File: src/rtl/mdu_ctrl.sv
// Sequencer between the EXU and the multi-cycle multiply/divide units: latches one request,
// drives the unit handshake, stalls the pipeline, resolves div-by-zero and repeated divisions locally.
module mdu_ctrl #(
    parameter int XLEN     = 64,
    parameter bit CACHE_EN = 1'b1
) (
    input  logic            clk,
    input  logic            rst,
    input  logic            req_valid_i,
    input  logic [1:0]      op_i,
    input  logic            unsign_i,
    input  logic            word_i,
    input  logic [XLEN-1:0] src1_i,
    input  logic [XLEN-1:0] src2_i,
    input  logic            flush_i,
    output logic            mul_valid_o,
    output logic            div_valid_o,
    output logic            div_signed_o,
    output logic            word_o,
    output logic [XLEN-1:0] opa_o,
    output logic [XLEN-1:0] opb_o,
    input  logic            mul_data_ok_i,
    input  logic [XLEN-1:0] mul_res_i,
    input  logic            div_data_ok_i,
    input  logic [XLEN-1:0] div_res_i,
    input  logic [XLEN-1:0] rem_res_i,
    output logic            stall_req_o,
    output logic            res_valid_o,
    output logic [XLEN-1:0] res_o
);

    typedef enum logic [2:0] {
        IDLE,
        MUL_BUSY,
        DIV_BUSY,
        DONE,
        DRAIN
    } state_t;

    state_t          state;
    state_t          state_nxt;

    logic            unit_div;
    logic            rem_sel;
    logic [XLEN-1:0] res_q;

    logic            cache_valid;
    logic [XLEN-1:0] cache_a;
    logic [XLEN-1:0] cache_b;
    logic            cache_uns;
    logic            cache_word;
    logic [XLEN-1:0] cache_quo;
    logic [XLEN-1:0] cache_rem;

    logic            is_div_req;
    logic            is_rem_req;
    logic            div_by_zero;
    logic            cache_hit;
    logic            accept;
    logic            local_res;
    logic            cache_write;

    function automatic logic [XLEN-1:0] sext32(input logic [31:0] v);
        return {{(XLEN-32){v[31]}}, v};
    endfunction

    // Divide-by-zero results: quotient is all ones, remainder is the dividend.
    function automatic logic [XLEN-1:0] div0_result(input logic       rem,
                                                    input logic       word,
                                                    input logic [XLEN-1:0] dividend);
        if (!rem) begin
            return '1;
        end else if (word) begin
            return sext32(dividend[31:0]);
        end else begin
            return dividend;
        end
    endfunction

    assign is_div_req  = (op_i == 2'd1) || (op_i == 2'd2);
    assign is_rem_req  = (op_i == 2'd2);
    assign div_by_zero = word_i ? (src2_i[31:0] == 32'd0) : (src2_i == '0);
    assign cache_hit   = CACHE_EN && cache_valid && (src1_i == cache_a) && (src2_i == cache_b)
                         && (unsign_i == cache_uns) && (word_i == cache_word);
    assign accept      = (state == IDLE) && req_valid_i && !flush_i;
    assign local_res   = is_div_req && (div_by_zero || cache_hit);

    // A drained division still completes correctly, so its result is worth caching.
    assign cache_write = div_data_ok_i && ((state == DIV_BUSY) || ((state == DRAIN) && unit_div));

    assign res_o = res_q;

    always_comb begin
        state_nxt   = state;
        stall_req_o = 1'b0;
        mul_valid_o = 1'b0;
        div_valid_o = 1'b0;
        res_valid_o = 1'b0;
        unique case (state)
            IDLE: begin
                stall_req_o = req_valid_i && !flush_i;
                if (accept) begin
                    if (local_res) begin
                        state_nxt = DONE;
                    end else if (is_div_req) begin
                        state_nxt = DIV_BUSY;
                    end else begin
                        state_nxt = MUL_BUSY;
                    end
                end
            end
            MUL_BUSY: begin
                stall_req_o = 1'b1;
                mul_valid_o = 1'b1;
                if (mul_data_ok_i) begin
                    state_nxt = flush_i ? IDLE : DONE;
                end else if (flush_i) begin
                    state_nxt = DRAIN;
                end
            end
            DIV_BUSY: begin
                stall_req_o = 1'b1;
                div_valid_o = 1'b1;
                if (div_data_ok_i) begin
                    state_nxt = flush_i ? IDLE : DONE;
                end else if (flush_i) begin
                    state_nxt = DRAIN;
                end
            end
            DONE: begin
                res_valid_o = 1'b1;
                state_nxt   = IDLE;
            end
            DRAIN: begin
                // Units cannot abort: hold the request until the in-flight result is dropped.
                stall_req_o = req_valid_i;
                mul_valid_o = !unit_div;
                div_valid_o = unit_div;
                if (unit_div ? div_data_ok_i : mul_data_ok_i) begin
                    state_nxt = IDLE;
                end
            end
            default: begin
                state_nxt = IDLE;
            end
        endcase
    end

    always_ff @(posedge clk) begin
        if (rst) begin
            state       <= IDLE;
            cache_valid <= 1'b0;
        end else begin
            state <= state_nxt;
            if (cache_write) begin
                cache_valid <= 1'b1;
            end
        end
    end

    always_ff @(posedge clk) begin
        if (rst) begin
            opa_o        <= '0;
            opb_o        <= '0;
            word_o       <= 1'b0;
            div_signed_o <= 1'b0;
            unit_div     <= 1'b0;
            rem_sel      <= 1'b0;
            res_q        <= '0;
        end else begin
            if (accept) begin
                opa_o        <= src1_i;
                opb_o        <= src2_i;
                word_o       <= word_i;
                div_signed_o <= ~unsign_i;
                unit_div     <= is_div_req;
                rem_sel      <= is_rem_req;
                if (is_div_req && div_by_zero) begin
                    res_q <= div0_result(is_rem_req, word_i, src1_i);
                end else if (is_div_req && cache_hit) begin
                    res_q <= is_rem_req ? cache_rem : cache_quo;
                end
            end
            if ((state == MUL_BUSY) && mul_data_ok_i && !flush_i) begin
                res_q <= mul_res_i;
            end
            if ((state == DIV_BUSY) && div_data_ok_i && !flush_i) begin
                res_q <= rem_sel ? rem_res_i : div_res_i;
            end
        end
    end

    // Cache payload is qualified by cache_valid, so it needs no reset.
    always_ff @(posedge clk) begin
        if (cache_write) begin
            cache_a    <= opa_o;
            cache_b    <= opb_o;
            cache_uns  <= ~div_signed_o;
            cache_word <= word_o;
            cache_quo  <= div_res_i;
            cache_rem  <= rem_res_i;
        end
    end

endmodule

File: config.mk
export PLATFORM = sky130hd
export DESIGN_NAME = mdu_ctrl
export DESIGN_NICKNAME = d
export VERILOG_FILES = /design/src/rtl/mdu_ctrl.sv
export SDC_FILE = /design/constraint.sdc
export NUM_CORES = 1
export LEC_CHECK = 0
export CORE_MARGIN = 2
export CORE_UTILIZATION = 35
export DETAILED_ROUTE_END_ITERATION = 6
export GPL_TIMING_DRIVEN = 1
export PLACE_DENSITY = 0.72
export SLEW_MARGIN = 20
export SYNTH_ARGS = -nofsm -noshare
export SYNTH_HDL_FRONTEND = slang
export SYNTH_SLANG_ARGS = --single-unit
File: constraint.sdc
create_clock -name clk -period 6.9 [get_ports clk]
set_input_delay 1.035 -clock clk [delete_from_list [all_inputs] [get_ports clk]]
set_output_delay 1.035 -clock clk [all_outputs]
set_load 0.02 [all_outputs]
# After elaboration in Yosys (flattened, before gate mapping)

Index checks and enable logic that the tools add are counted.

Flip-flop bits (word level): 458
Bits of input ports: 330
Word-level logic and storage cells: 82
Memories: 0
Latch bits: 0
ROM bits: 0
RAM bits: 0

Divide/modulo/power cells: 0
Equal/unequal tests: 12
Muxes and demuxes: 24
Reductions and logical operators: 29
Magnitude comparators: 0
Bitwise logic cells: 2
Add/subtract/negate cells: 0
Multiply operators: 0
Shift operators: 0

Operator list:

| operator                                            | number |
|---|---|
| 2-to-1 mux 64 bit                                   | 9 |
| equality test 64 bit                                | 2 |
| zero test 64 bit                                    | 1 |
| zero test 32 bit                                    | 1 |
| logical AND 1 bit                                   | 16 |
| 2-to-1 mux 3 bit                                    | 5 |
| case mux 3 bit (4 select lines)                     | 1 |
| equality test 3 x 2 -> 1 bit, second input constant | 2 |
| 2-to-1 mux 2 bit                                    | 3 |
| case mux 1 bit (2 select lines)                     | 2 |
| AND reduction 2 bit                                 | 2 |
| nonzero test 4 bit                                  | 1 |
| equality test 3 x 1 -> 1 bit, second input constant | 1 |
| equality test 3 bit, second input constant          | 1 |
| zero test 3 bit                                     | 1 |
| logical OR 1 bit                                    | 3 |
| 2-to-1 mux 1 bit                                    | 3 |
| case mux 1 bit (3 select lines)                     | 1 |
| nonzero test 3 bit                                  | 1 |
| equality test 1 bit                                 | 2 |
| equality test 2 x 1 -> 1 bit, second input constant | 1 |
| equality test 2 bit, second input constant          | 1 |
| zero test 1 bit                                     | 2 |
| != test 2 x 1 -> 1 bit, second input constant       | 1 |
| 3 further kinds                                     | 4 |

# Depth between registers and ports, before layout

Gate-level depths: netlist of the first run.

Depth in word-level cells: 11
Depth in mapped cells: 11
Gate-level depth less buffers: 8

# Worst setup path before layout of the first run

No wires, ideal clock.

Path kind: reg-to-reg
From: register state[1]
To: register cache_a[0], enable pin
Period minus slack after synthesis: 7672 ps
Setup slack: -772 ps
Required time: 6249 ps
Data arrival time: 7021 ps
Stages on the path, launching flop included: 5
Path through: dfxtp_1 > inv_1 > mux2_2 > nor2_1 > and2_1

Longest elaborated chain between the ends: 4

RTL lines:

| what                   | RTL line | text |
|---|---|---|
| from (decl)            | 40       | `state_t state;` |
| from (signal assigned) | 154      | `state <= state_nxt;` |
| equality test 3 bit    | 89       | `assign cache_write = div_data_ok_i && ((state == DIV_BUSY) \|\| ((state == DRAIN) && unit_div));` |
| logical AND 1 bit      | 89       |  |
| logical OR 1 bit *     | 89       |  |
| logical AND 1 bit *    | 89       |  |
| net cache_write        | 61       | `logic cache_write;` |
| to (signal assigned)   | 196      | `cache_a <= opa_o;` |
| to (decl)              | 48       | `logic [XLEN-1:0] cache_a;` |

Mark *: on every way through the listed nets, which the timed path passes. The rest lies on a longest branch.
A chain may end at the register's enable or synchronous reset.

# Worst setup path in the final report of the first run

From: input src1_i[47]
To: register res_q[18] (netlist: res_o[18])

Longest elaborated chain between the ends: 8

RTL lines:

| what                           | RTL line | text |
|---|---|---|
| from (decl)                    | 13       | `input logic [XLEN-1:0] src1_i,` |
| equality test 64 bit           | 83       | `assign cache_hit = CACHE_EN && cache_valid && (src1_i == cache_a) && (src2_i == cache_b)` |
| logical AND 1 bit (2 in a row) | 83       |  |
| logical AND 1 bit (2 in a row) | 84       | `&& (unsign_i == cache_uns) && (word_i == cache_word);` |
| logical AND 1 bit              | 180      | `end else if (is_div_req && cache_hit) begin` |
| nonzero test 4 bit (no line)   | --       |  |
| AND reduction 2 bit (no line)  | --       |  |
| to (signal assigned)           | 179      | `res_q <= div0_result(is_rem_req, word_i, src1_i);` |
| to (signal assigned)           | 181      | `res_q <= is_rem_req ? cache_rem : cache_quo;` |
| to (signal assigned)           | 185      | `res_q <= mul_res_i;` |
| to (decl)                      | 45       | `logic [XLEN-1:0] res_q;` |

No other way between the ends.

==> impl_summary.txt, run 1 <==
----------------------------------------------------
[Logic synthesis]
  Warnings, synthesis ... 0
  Unique cell type count in the Yosys netlist ... 53
  Synthesized instance count ... 1859
  Number of synthesized flops with an enable pin ... 258
  Average instance area after synthesis ... 10.8 um^2
  Register bit total from synthesis ... 458
  Ys flop type ... sky130_fd_sc_hd__edfxtp_1
  Share of synthesized area occupied by flip-flops and latches ... 0.585
  Cell Area, Synth ... 20100 um^2
  Post-synthesis async set-or-reset flop share ... 0
  Post-Syn Nets ... 2190

[Global routing]
  Global Route Usage Sum ... 0.257
  Pin count of the biggest net entering global routing ... 132
  Number of global-route vias before repair ... 16800
  Wire length of the first global-routing pass ... 114 mm
  Initial antenna violation count ... 4
  Aggregate global routing overflow ... 0

[Pwr]
  Power Density ... 243 nW/um^2
  Total power ... 0.00672 W
  Static leakage ... 9.56 nW
  VDD IR max ... 0.201 mV

[Min path]
  Startpoint of the most critical hold path ... opa_o[10]
  Worst hold path type ... register to register
  Cell count of the worst hold path ... 0
  Sink of the worst hold path ... cache_a[10]

[Worst setup path]
  Critical Setup Path Class ... primary input to register
  Ordered cell list for the critical path ... clkdlybuf4s50_1, xor2_1, nor4_1, nand4_1, or4_1, and4bb_1, o21a_2, or2_2, buf_4, a21boi_0
  Minimum setup slack among reg-to-reg paths ... 3.08 ns
  Worst Path Arrival ... 4.86 ns
  Crit path max-delay cell type ... sky130_fd_sc_hd__nor4_1
  CP Max Fanout ... 33
  Worst setup path startpoint ... src1_i[47]
  Launching point of the worst reg2reg path ... cache_a[47]
  Endpoint kind of the worst setup timing path ... register
  Crit path launch type ... primary input
  Depth of the worst register-to-register path ... 9
  Peak per-stage delay on the critical path ... 0.67 ns
  Worst reg2reg endpoint ... res_o[18]
  CP Data Required Time ... 7.35 ns

[Floorplanning]
  Floorplan row count ... 87
  Core box area ... 56600 um^2
  Horizontal extent of the die ... 244 um
  DIE AREA ... 59300 um^2
  Starting utilization of the core area ... 0.355
  Number of top-level design ports ... 528
  Die Y-Extent ... 244 um

[STA]
  Unrepaired setup endpoints after global routing ... false
  Final count of negative-setup-slack endpoints ... 0
  Max Clk Rate ... 227 MHz
  Worst-case headroom to the max-slew limit ... 0.329
  Max-slew violations ... 0
  Min Clock Period, post-route ... 4.41 ns
  Total Neg Setup Slack ... 0 ns
  Number of hold-slack violations in the final timing report ... 0
  Clock tree skew after final layout ... 0.0255 ns
  Post-route clock period utilization ... 0.639
  Transition at the pin with the smallest max-transition slack ... 1.01 ns

[Route]
  Number of DRC violations after detailed-routing iteration 0 ... 1573
  Via total after detailed routing ... 17100
  Detailed-route DRC error count ... 0
  Detailed Routing Iterations Pass 1 ... 6
  Mean number of vias per cell ... 5.47
  Antenna viol nets, final ... 0
  Detailed-route wire length per cell ... 25.4 um
  Detailed Route WL ... 79.5 mm

[Final layout]
  Design Area, Final ... 27700 um^2
  Layout cells sized above 1 ... 0.0553
  Layout overhead on the synthesized area ... 37.6%
  Number of cells in the finished layout apart from fillers ... 3130
  Final nets ... 2660

[Placement]
  Cell count after placement ... 3032
  Placed cell areas ... 26000 um^2
  Half-perimeter wire length after detailed placement ... 57.2 mm
  Routability cong. ... 0.955
  Number of buffer cells added on primary ports ... 527

[CTS]
  Clock input transition at the sequential cells of the worst setup and hold paths ... 0.06 ns
  Hold-fix buffers, CTS ... 0
  Cells resized by post-CTS repair ... 0
  Buffers inserted during post-CTS setup optimization ... 0
  CTS tree ... built
  Number of CTS-inserted buffers ... 50
  CTS Buffer Depth ... 3
  Clock latency on the worst-skew pair ... 0.61 ns
  Clock tree root driver cell ... sky130_fd_sc_hd__clkbuf_16
  Number of H-tree levels ... 2
  Number of clock sinks seen by CTS ... 458

[Outcome]
  Status ... complete, no violations

[Job]
  Maxcap violations ... 0

----------------------------------------------------
==> area by class of cell <==
cell class                 instances  area (um^2)
antenna                            4         10.0
clock buffer                      68         1400
clock inverter                    25          221
fill                            5107        29000
inverter                          59          221
multi-input combinational       1213         7640
sequential                       458        11800
tap                              756          946
timing repair buffer             547         5460
==> synthesized netlist by cell type, types with 9 or more instances <==
cell,count,area [um^2]
sky130_fd_sc_hd__a221oi_1,33,289
sky130_fd_sc_hd__a21boi_0,29,218
sky130_fd_sc_hd__nand4_1,14,87.6
sky130_fd_sc_hd__nand2_1,301,1130
sky130_fd_sc_hd__nand2b_1,23,144
sky130_fd_sc_hd__mux2i_1,129,1290
sky130_fd_sc_hd__buf_1,9,33.8
sky130_fd_sc_hd__or3_1,27,169
sky130_fd_sc_hd__xor2_1,60,526
sky130_fd_sc_hd__buf_2,11,55.1
sky130_fd_sc_hd__a221o_1,10,100
sky130_fd_sc_hd__nor4_1,36,225
sky130_fd_sc_hd__nor2_1,110,413
sky130_fd_sc_hd__o21ai_0,47,235
sky130_fd_sc_hd__edfxtp_1,258,7750
sky130_fd_sc_hd__clkbuf_1,104,390
sky130_fd_sc_hd__nor2b_1,36,225
sky130_fd_sc_hd__o31a_1,28,245
sky130_fd_sc_hd__a21oi_1,162,811
sky130_fd_sc_hd__o221ai_2,20,300
sky130_fd_sc_hd__o221ai_1,10,87.6
sky130_fd_sc_hd__a211oi_1,57,428
sky130_fd_sc_hd__inv_1,59,221
sky130_fd_sc_hd__xnor2_1,21,184
sky130_fd_sc_hd__dfxtp_1,200,4000
==> cells in the final DEF (no fill, tap or decap), types with 10 or more instances in the layout <==
| master | n |
|---|---|
| sky130_fd_sc_hd__edfxtp_1 | 258 |
| sky130_fd_sc_hd__o221ai_1 | 10 |
| sky130_fd_sc_hd__inv_1 | 58 |
| sky130_fd_sc_hd__clkdlybuf4s50_1 | 526 |
| sky130_fd_sc_hd__nand4_1 | 14 |
| sky130_fd_sc_hd__mux2i_1 | 129 |
| sky130_fd_sc_hd__clkbuf_1 | 11 |
| sky130_fd_sc_hd__nand2b_1 | 22 |
| sky130_fd_sc_hd__xor2_1 | 60 |
| sky130_fd_sc_hd__xnor2_1 | 21 |
| sky130_fd_sc_hd__a21boi_0 | 28 |
| sky130_fd_sc_hd__o21ai_0 | 47 |
| sky130_fd_sc_hd__nor2b_1 | 36 |
| sky130_fd_sc_hd__a221oi_1 | 33 |
| sky130_fd_sc_hd__nand2_1 | 301 |
| sky130_fd_sc_hd__dfxtp_1 | 199 |
| sky130_fd_sc_hd__or3_1 | 27 |
| sky130_fd_sc_hd__clkbuf_16 | 51 |
| sky130_fd_sc_hd__buf_4 | 18 |
| sky130_fd_sc_hd__nor4_1 | 36 |
| sky130_fd_sc_hd__a221o_1 | 10 |
| sky130_fd_sc_hd__a21oi_1 | 162 |
| sky130_fd_sc_hd__a211oi_1 | 57 |
| sky130_fd_sc_hd__o31a_1 | 28 |
| sky130_fd_sc_hd__o221ai_2 | 20 |
| sky130_fd_sc_hd__nor2_1 | 110 |
==> worst max-delay path, delay by kind of cell <==
family | cells | cell delay (ns)
and+or+nand+nor | 5 | 2.26
buffers and inverters | 2 | 0.96
AOI/OAI and AO/OA | 2 | 0.36
xor gates and xnor gates | 1 | 0.19
==> power by group <==
group          switching [W]  internal (W)
registers          0.0000746       0.00301
logic               0.000537      0.000424
clock network        0.00117       0.00151
==> registers in the layout, indices dropped and copies added (netlist names) <==
name,flops
cache_a,64
cache_b,64
cache_quo,64
cache_rem,64
opa_o,64
opb_o,64
res_o,64
state,3
cache_uns,1
cache_valid,1
cache_word,1
div_signed_o,1
rem_sel,1
unit_div,1
word_o,1
==> per-layer routing <==
layer  track usage  share of wire  wire length [um]
met1         0.345           0.42             33400
met4        0.0906          0.034              2710
met3        0.0478          0.080              6360
met2         0.416           0.47             37000
met5             0        0.00016                13
==> worst max path at each step <==
| stage | to | cells past startpoint | slack [ns] |
|---|---|---|---|
| 6_report | res_o[18] | 10 | 2.49 |
| 4_1_cts | res_o[7] | 10 | 2.49 |
| 2_1_floorplan | cache_a[0] | 4 | 2.11 |
| 3_3_place_gp | res_o[25] | 10 | 1.96 |
| 5_1_grt | res_o[26] | 10 | 2.34 |
| 3_5_place_dp | res_o[8] | 10 | 1.85 |
==> per-stage QoR <==
step / hold slack [ns] / util / setup WS, ns
after floorplan: 0.434 / - / 2.11
after global placement: 0.439 / 0.459 / 1.96
after detailed placement: 0.437 / 0.459 / 1.85
after CTS: 0.455 / 0.488 / 2.49
after global routing: 0.468 / 0.488 / 2.34
final: 0.457 / 0.489 / 2.49
==> logic make-up after synthesis <==
| group | after synthesis | synth area share |
|---|---|---|
| AO/OA/AOI/OAI | 434 | 0.151 |
| XOR/XNOR | 81 | 0.0353 |
| adder cells (fa/ha/maj) | 1 | 0.000623 |
| buffers and inverters | 188 | 0.0373 |
| flip-flops | 458 | 0.585 |
| multiplexers | 130 | 0.0648 |
| AND/OR/NAND/NOR | 567 | 0.126 |
Note: power is estimated with default switching activity, not from simulation.
==> inputs of run 2 (changes only) <==
--- a/config.mk
+++ b/config.mk
@@ -9,7 +9,7 @@
 export CORE_UTILIZATION = 35
 export DETAILED_ROUTE_END_ITERATION = 6
 export GPL_TIMING_DRIVEN = 1
-export PLACE_DENSITY = 0.72
+export PLACE_DENSITY = 0.7
 export SLEW_MARGIN = 20
 export SYNTH_ARGS = -nofsm -noshare
 export SYNTH_HDL_FRONTEND = slang
==> constraint.sdc (replaced) <==
create_clock -name clk -period 4.2 [get_ports clk]
set_input_delay 0.63 -clock clk [delete_from_list [all_inputs] [get_ports clk]]
set_output_delay 0.63 -clock clk [all_outputs]
set_load 0.02 [all_outputs]
==> run 2 against run 1 <==
Effect of this change:
- total power increased by 62%
- sequential power increased by 65%
- sequential share of layout area decreased by 0.47 points
- highest routed layer unchanged
- die area unchanged
- count of clock-buffer cells in the layout unchanged
- first-iteration DRC count decreased by 11%
- largest power group unchanged
- sequential cell count unchanged
- combinational power increased by 68%
- non-clock buffer count increased by 36
==> impl_summary.txt, run 2 (synthesis results as in run 1) <==
----------------------------------------------------
[Outcome]
  Status ... complete, no violations

[CTS]
  Hold-fix buffers, CTS ... 0
  Clock latency on the worst-skew pair ... 0.60 ns
  Number of clock sinks seen by CTS ... 458
  Buffers inserted during post-CTS setup optimization ... 0
  Number of CTS-inserted buffers ... 49
  Clock tree root driver cell ... sky130_fd_sc_hd__clkbuf_16
  Number of H-tree levels ... 2
  Clock input transition at the sequential cells of the worst setup and hold paths ... 0.06 ns
  CTS Buffer Depth ... 3
  CTS tree ... built
  Cells resized by post-CTS repair ... 0

[STA]
  Transition at the pin with the smallest max-transition slack ... 1.11 ns
  Min Clock Period, post-route ... 3.50 ns
  Post-route clock period utilization ... 0.834
  Number of hold-slack violations in the final timing report ... 0
  Final count of negative-setup-slack endpoints ... 0
  Max-slew violations ... 0
  Unrepaired setup endpoints after global routing ... false
  Total Neg Setup Slack ... 0 ns
  Max Clk Rate ... 285 MHz
  Worst-case headroom to the max-slew limit ... 0.257
  Clock tree skew after final layout ... 0.0213 ns
  Least setup slack across all paths after layout ... 0.695 ns

[Worst setup path]
  Crit path launch type ... primary input
  Critical Setup Path Class ... primary input to register
  Worst Path Arrival ... 3.99 ns
  CP Max Fanout ... 28
  Endpoint kind of the worst setup timing path ... register
  Peak per-stage delay on the critical path ... 0.58 ns
  CP Data Required Time ... 4.69 ns
  Crit path max-delay cell type ... sky130_fd_sc_hd__clkdlybuf4s50_1
  Ordered cell list for the critical path ... clkdlybuf4s50_1, nor2b_1, a2111oi_0, o2111ai_1, or4_1, and4bb_1, o21a_2, buf_4, o31a_1, a21boi_0

[Final layout]
  Layout fillers ... 5077
  Final core utilization ... 0.494
  Seq. cell area ... 11800 um^2
  Leading cell type in the layout, fill and taps excluded ... sky130_fd_sc_hd__clkdlybuf4s50_1
  Most frequent cells in the layout ... sky130_fd_sc_hd__clkdlybuf4s50_1, sky130_fd_sc_hd__nand2_1, sky130_fd_sc_hd__edfxtp_1
  Final nets ... 2695
  Layout overhead on the synthesized area ... 39.2%
  Layout cells sized above 1 ... 0.0674
  Design Area, Final ... 28000 um^2
  Multi-input logic area ... 7640 um^2

[Route]
  Detailed-route DRC error count ... 0
  Number of DRC violations after detailed-routing iteration 0 ... 1402
  Detailed Route WL ... 80.0 mm
  Detailed-route wire length per cell ... 25.3 um
  Detailed Routing Iterations Pass 1 ... 6
  Mean number of vias per cell ... 5.44
  Via total after detailed routing ... 17200
  Antenna viol nets, final ... 0

[Pwr]
  Power Density ... 388 nW/um^2
  Static leakage ... 9.73 nW
  VDD IR max ... 0.317 mV

[Global routing]
  Wire length of the first global-routing pass ... 115 mm
  Number of global-route vias before repair ... 16900
  Initial antenna violation count ... 4
  Global Route Usage Sum ... 0.260
  Pin count of the biggest net entering global routing ... 132
  Aggregate global routing overflow ... 0

[Floorplanning]
  DIE AREA ... 59300 um^2
  Core box area ... 56600 um^2
  Starting utilization of the core area ... 0.355
  Floorplan row count ... 87
  Number of top-level design ports ... 528
  Horizontal extent of the die ... 244 um
  Die Y-Extent ... 244 um

[Placement]
  Placed cell areas ... 26400 um^2
  Half-perimeter wire length after detailed placement ... 58.2 mm
  Routability cong. ... 0.909
  Pre-CTS setup slack ... 0.180 ns
  Number of buffer cells added on primary ports ... 527

[Min path]
  Worst hold path type ... register to register

[Job]
  Maxcap violations ... 0

----------------------------------------------------
run 2: layout make-up:
| class | instances | area share |
|---|---|---|
| flip-flops and latches | 458 | 0.420 |
| multi-input cells | 1213 | 0.273 |
| repair buffers | 583 | 0.210 |
| clock buffers | 68 | 0.0486 |
| well taps | 756 | 0.0338 |
| inverters | 59 | 0.00792 |
| clock inverters | 22 | 0.00582 |
| diodes | 3 | 0.000268 |
run 2: final timing paths:
path,endpoint,from,cells after the start,slack [ns]
hold / removal,cache_a[61],opa_o[61],0,0.44
setup reg to reg,res_o[15],cache_b[34],9,0.93
setup / recovery,res_o[15],src1_i[30],10,0.70
hold reg to reg,cache_a[61],opa_o[61],0,0.44
run 2: metal layers:
layer / track usage / wire length (um) / vias up
li1: - / - / 7756
met1: 0.349 / 33500 / 8480
met2: 0.427 / 38000 / 855
met3: 0.0474 / 6180 / 124
met4: 0.0784 / 2270 / 2
met5: 0 / 11 / -
run 2: power by group:
part           internal [W]  leakage, nW  switching (W)
logic              0.000723         4.92       0.000882
registers           0.00494         4.06       0.000127
clock network       0.00233        0.746        0.00186
run 2: per-stage QoR:
stage	hold slack (ns)	std cells	power, W
detailed placement	0.444	3069	0.00676
finish	0.443	3162	0.0109
CTS	0.437	3159	0.0109
global route	0.463	3162	0.0112
floorplan	0.434	1859	0.00580
global placement	0.439	3069	0.00673
run 2: worst max-delay path, delay by kind of cell:
kind | cells | cell delay (ns)
compound gates | 5 | 1.22
simple gates | 3 | 1.19
buf+inv | 2 | 0.92
==> inputs of run 3 (changes only) <==
--- a/config.mk
+++ b/config.mk
@@ -9,7 +9,7 @@
 export CORE_UTILIZATION = 35
 export DETAILED_ROUTE_END_ITERATION = 6
 export GPL_TIMING_DRIVEN = 1
-export PLACE_DENSITY = 0.7
+export PLACE_DENSITY = 0.72
 export SLEW_MARGIN = 20
 export SYNTH_ARGS = -nofsm -noshare
 export SYNTH_HDL_FRONTEND = slang
==> constraint.sdc (replaced) <==
create_clock -name clk -period 3.1 [get_ports clk]
set_input_delay 0.465 -clock clk [delete_from_list [all_inputs] [get_ports clk]]
set_output_delay 0.465 -clock clk [all_outputs]
set_load 0.02 [all_outputs]
==> run 3 against run 2 <==
Effect of this change:
- worst setup slack lost 0.62 ns
- sequential cell count is the same
- first-iteration DRC count grew 23%
- global-route usage grew 0.38 points
- largest cell class unchanged
- clock power grew 42%
- sequential power grew 35%
- sequential share of layout area shrank 1.9 points
- clock skew grew 0.010 ns
- hold slack lost 0.16 ns
- register-to-register slack lost 0.80 ns
==> impl_summary.txt, run 3 (synthesis results as in run 1) <==
----------------------------------------------------
[Final layout]
  Layout cells sized above 1 ... 0.129
  Number of cells in the finished layout apart from fillers ... 3315
  Leading cell type in the layout, fill and taps excluded ... sky130_fd_sc_hd__clkdlybuf4s50_1
  Most frequent cells in the layout ... sky130_fd_sc_hd__clkdlybuf4s50_1, sky130_fd_sc_hd__nand2_1, sky130_fd_sc_hd__edfxtp_1
  Final nets ... 2839
  Layout fillers ... 5010
  Final core utilization ... 0.517
  Layout overhead on the synthesized area ... 45.8%

[Worst setup path]
  CP Data Required Time ... 3.61 ns
  CP Max Fanout ... 21
  Endpoint kind of the worst setup timing path ... register
  Crit path launch type ... primary input
  Critical Setup Path Class ... primary input to register
  Minimum setup slack among reg-to-reg paths ... 0.13 ns
  Worst Path Arrival ... 3.53 ns

[Pwr]
  VDD IR max ... 0.369 mV
  Static leakage ... 10.5 nW
  Clock share of power ... 0.393
  Sequential group share of total power ... 0.453
  Total power ... 0.0152 W
  Switching share of power ... 0.264
  Power Density ... 518 nW/um^2
  Switching power total ... 0.00401 W
  Cell-internal power ... 0.0111 W
  Part of the total power dissipated in combinational logic ... 0.155

[Route]
  Detailed-route DRC error count ... 0
  Antenna viol nets, final ... 0
  Via total after detailed routing ... 17600
  Detailed Routing Iterations Pass 1 ... 5
  Mean number of vias per cell ... 5.32
  Detailed-route wire length per cell ... 24.4 um
  Detailed Route WL ... 80.8 mm
  Number of DRC violations after detailed-routing iteration 0 ... 1729

[Floorplanning]
  Floorplan row count ... 87
  Core box area ... 56600 um^2
  Number of top-level design ports ... 528
  Die Y-Extent ... 244 um
  DIE AREA ... 59300 um^2
  Horizontal extent of the die ... 244 um
  Starting utilization of the core area ... 0.355

[CTS]
  Hold-fix buffers, CTS ... 0
  CTS tree ... built
  Clock input transition at the sequential cells of the worst setup and hold paths ... 0.06 ns
  Clock latency on the worst-skew pair ... 0.60 ns
  Clock tree root driver cell ... sky130_fd_sc_hd__clkbuf_16
  Number of clock sinks seen by CTS ... 458
  Number of CTS-inserted buffers ... 51
  CTS Buffer Depth ... 3
  Number of H-tree levels ... 2

[Global routing]
  Global Route Usage Sum ... 0.264
  Wire length of the first global-routing pass ... 116 mm
  Aggregate global routing overflow ... 0
  Pin count of the biggest net entering global routing ... 132
  Initial antenna violation count ... 10
  Number of global-route vias before repair ... 17600

[STA]
  Least setup slack across all paths after layout ... 0.0762 ns
  Max-slew violations ... 0
  Max Clk Rate ... 331 MHz
  Worst-case headroom to the max-slew limit ... 0.348
  Number of hold-slack violations in the final timing report ... 0
  Min Clock Period, post-route ... 3.02 ns
  Transition at the pin with the smallest max-transition slack ... 0.978 ns
  Post-route clock period utilization ... 0.975
  Total Neg Setup Slack ... 0 ns
  Final count of negative-setup-slack endpoints ... 0
  Clock tree skew after final layout ... 0.0313 ns
  Unrepaired setup endpoints after global routing ... false

[Placement]
  Cell count after placement ... 3211
  Half-perimeter wire length after detailed placement ... 60.0 mm
  Number of buffer cells added on primary ports ... 527
  Pre-CTS setup slack ... -0.859 ns
  Routability cong. ... 0.940

[Min path]
  Worst hold path type ... primary input to register

[Job]
  Maxcap violations ... 0

[Outcome]
  Status ... complete, no violations

----------------------------------------------------
[run 3: changes by cell type in the layout (fill, tap and decap cells not counted), sizes merged, moves of 2 or more]
| cell | delta |
|---|---|
| clkbuf | +4 |
| clkdlybuf4s50 | -2 |
| clkinvlp | +2 |
| diode | +5 |
| buf | +143 |
| clkinv | +2 |
[run 3: path summary, 6_finish.rpt]
check | start | end | depth (start not counted)
setup / recovery | src2_i[33] | res_o[32] | 11
hold / removal | rst | opa_o[2] | 2
setup reg to reg | cache_a[19] | res_o[32] | 10
hold reg to reg | opa_o[7] | cache_a[7] | 0
[run 3: power groups by stage]
| stage | Sequential (W) | Combinational [W] | Clock, W |
|---|---|---|---|
| finish | 0.00686 | 0.00234 | 0.00595 |
| floorplan | 0.00712 | 0.000740 | 0 |
| global route | 0.00688 | 0.00247 | 0.00628 |
| CTS | 0.00686 | 0.00234 | 0.00604 |
| detailed placement | 0.00699 | 0.00232 | 0 |
| global placement | 0.00697 | 0.00230 | 0 |
[run 3: repair_timing]
action,in CTS,in global routing
gates resized for setup,6,13
buffers inserted,0,0
pin swaps,0,1
hold endpoints to repair,0,0
endpoints found under the setup margin,65,65
[run 3: worst max-delay path, cell delays in order]
cell and delay [ns]:
sky130_fd_sc_hd__clkdlybuf4s50_1 0.60, sky130_fd_sc_hd__inv_1 0.09, sky130_fd_sc_hd__a22o_1 0.22, sky130_fd_sc_hd__or4_1 0.41
sky130_fd_sc_hd__or4_1 0.54, sky130_fd_sc_hd__and4bb_4 0.37, sky130_fd_sc_hd__o21a_4 0.20, sky130_fd_sc_hd__buf_4 0.15
sky130_fd_sc_hd__o21ai_4 0.07, sky130_fd_sc_hd__buf_12 0.20, sky130_fd_sc_hd__o221ai_1 0.21
[run 3: cell type report]
class	instances	area, um^2	area share
clock buffers	72	1490	0.0508
diodes	8	20.0	0.000684
flip-flops and latches	458	11800	0.402
inverters	59	221	0.00756
repair buffers	725	7000	0.239
multi-input cells	1213	7710	0.263
clock inverters	24	148	0.00504
well taps	756	946	0.0323
[run 3: per-stage QoR]
stage / area (um^2) / hold slack (ns)
global placement: 27600 / 0.437
global route: 29300 / 0.279
finish: 29300 / 0.287
detailed placement: 27600 / 0.442
floorplan: 20100 / 0.434
CTS: 29200 / 0.247
[run 3: routing by layer]
metal	vias up	global-route usage	share of wire	wire length, um
met5	-	0	0.00028	23
met4	4	0.120	0.048	3840
met3	169	0.0497	0.080	6480
met2	929	0.425	0.46	37300
met1	8491	0.344	0.41	33100
li1	8049	-	-	-
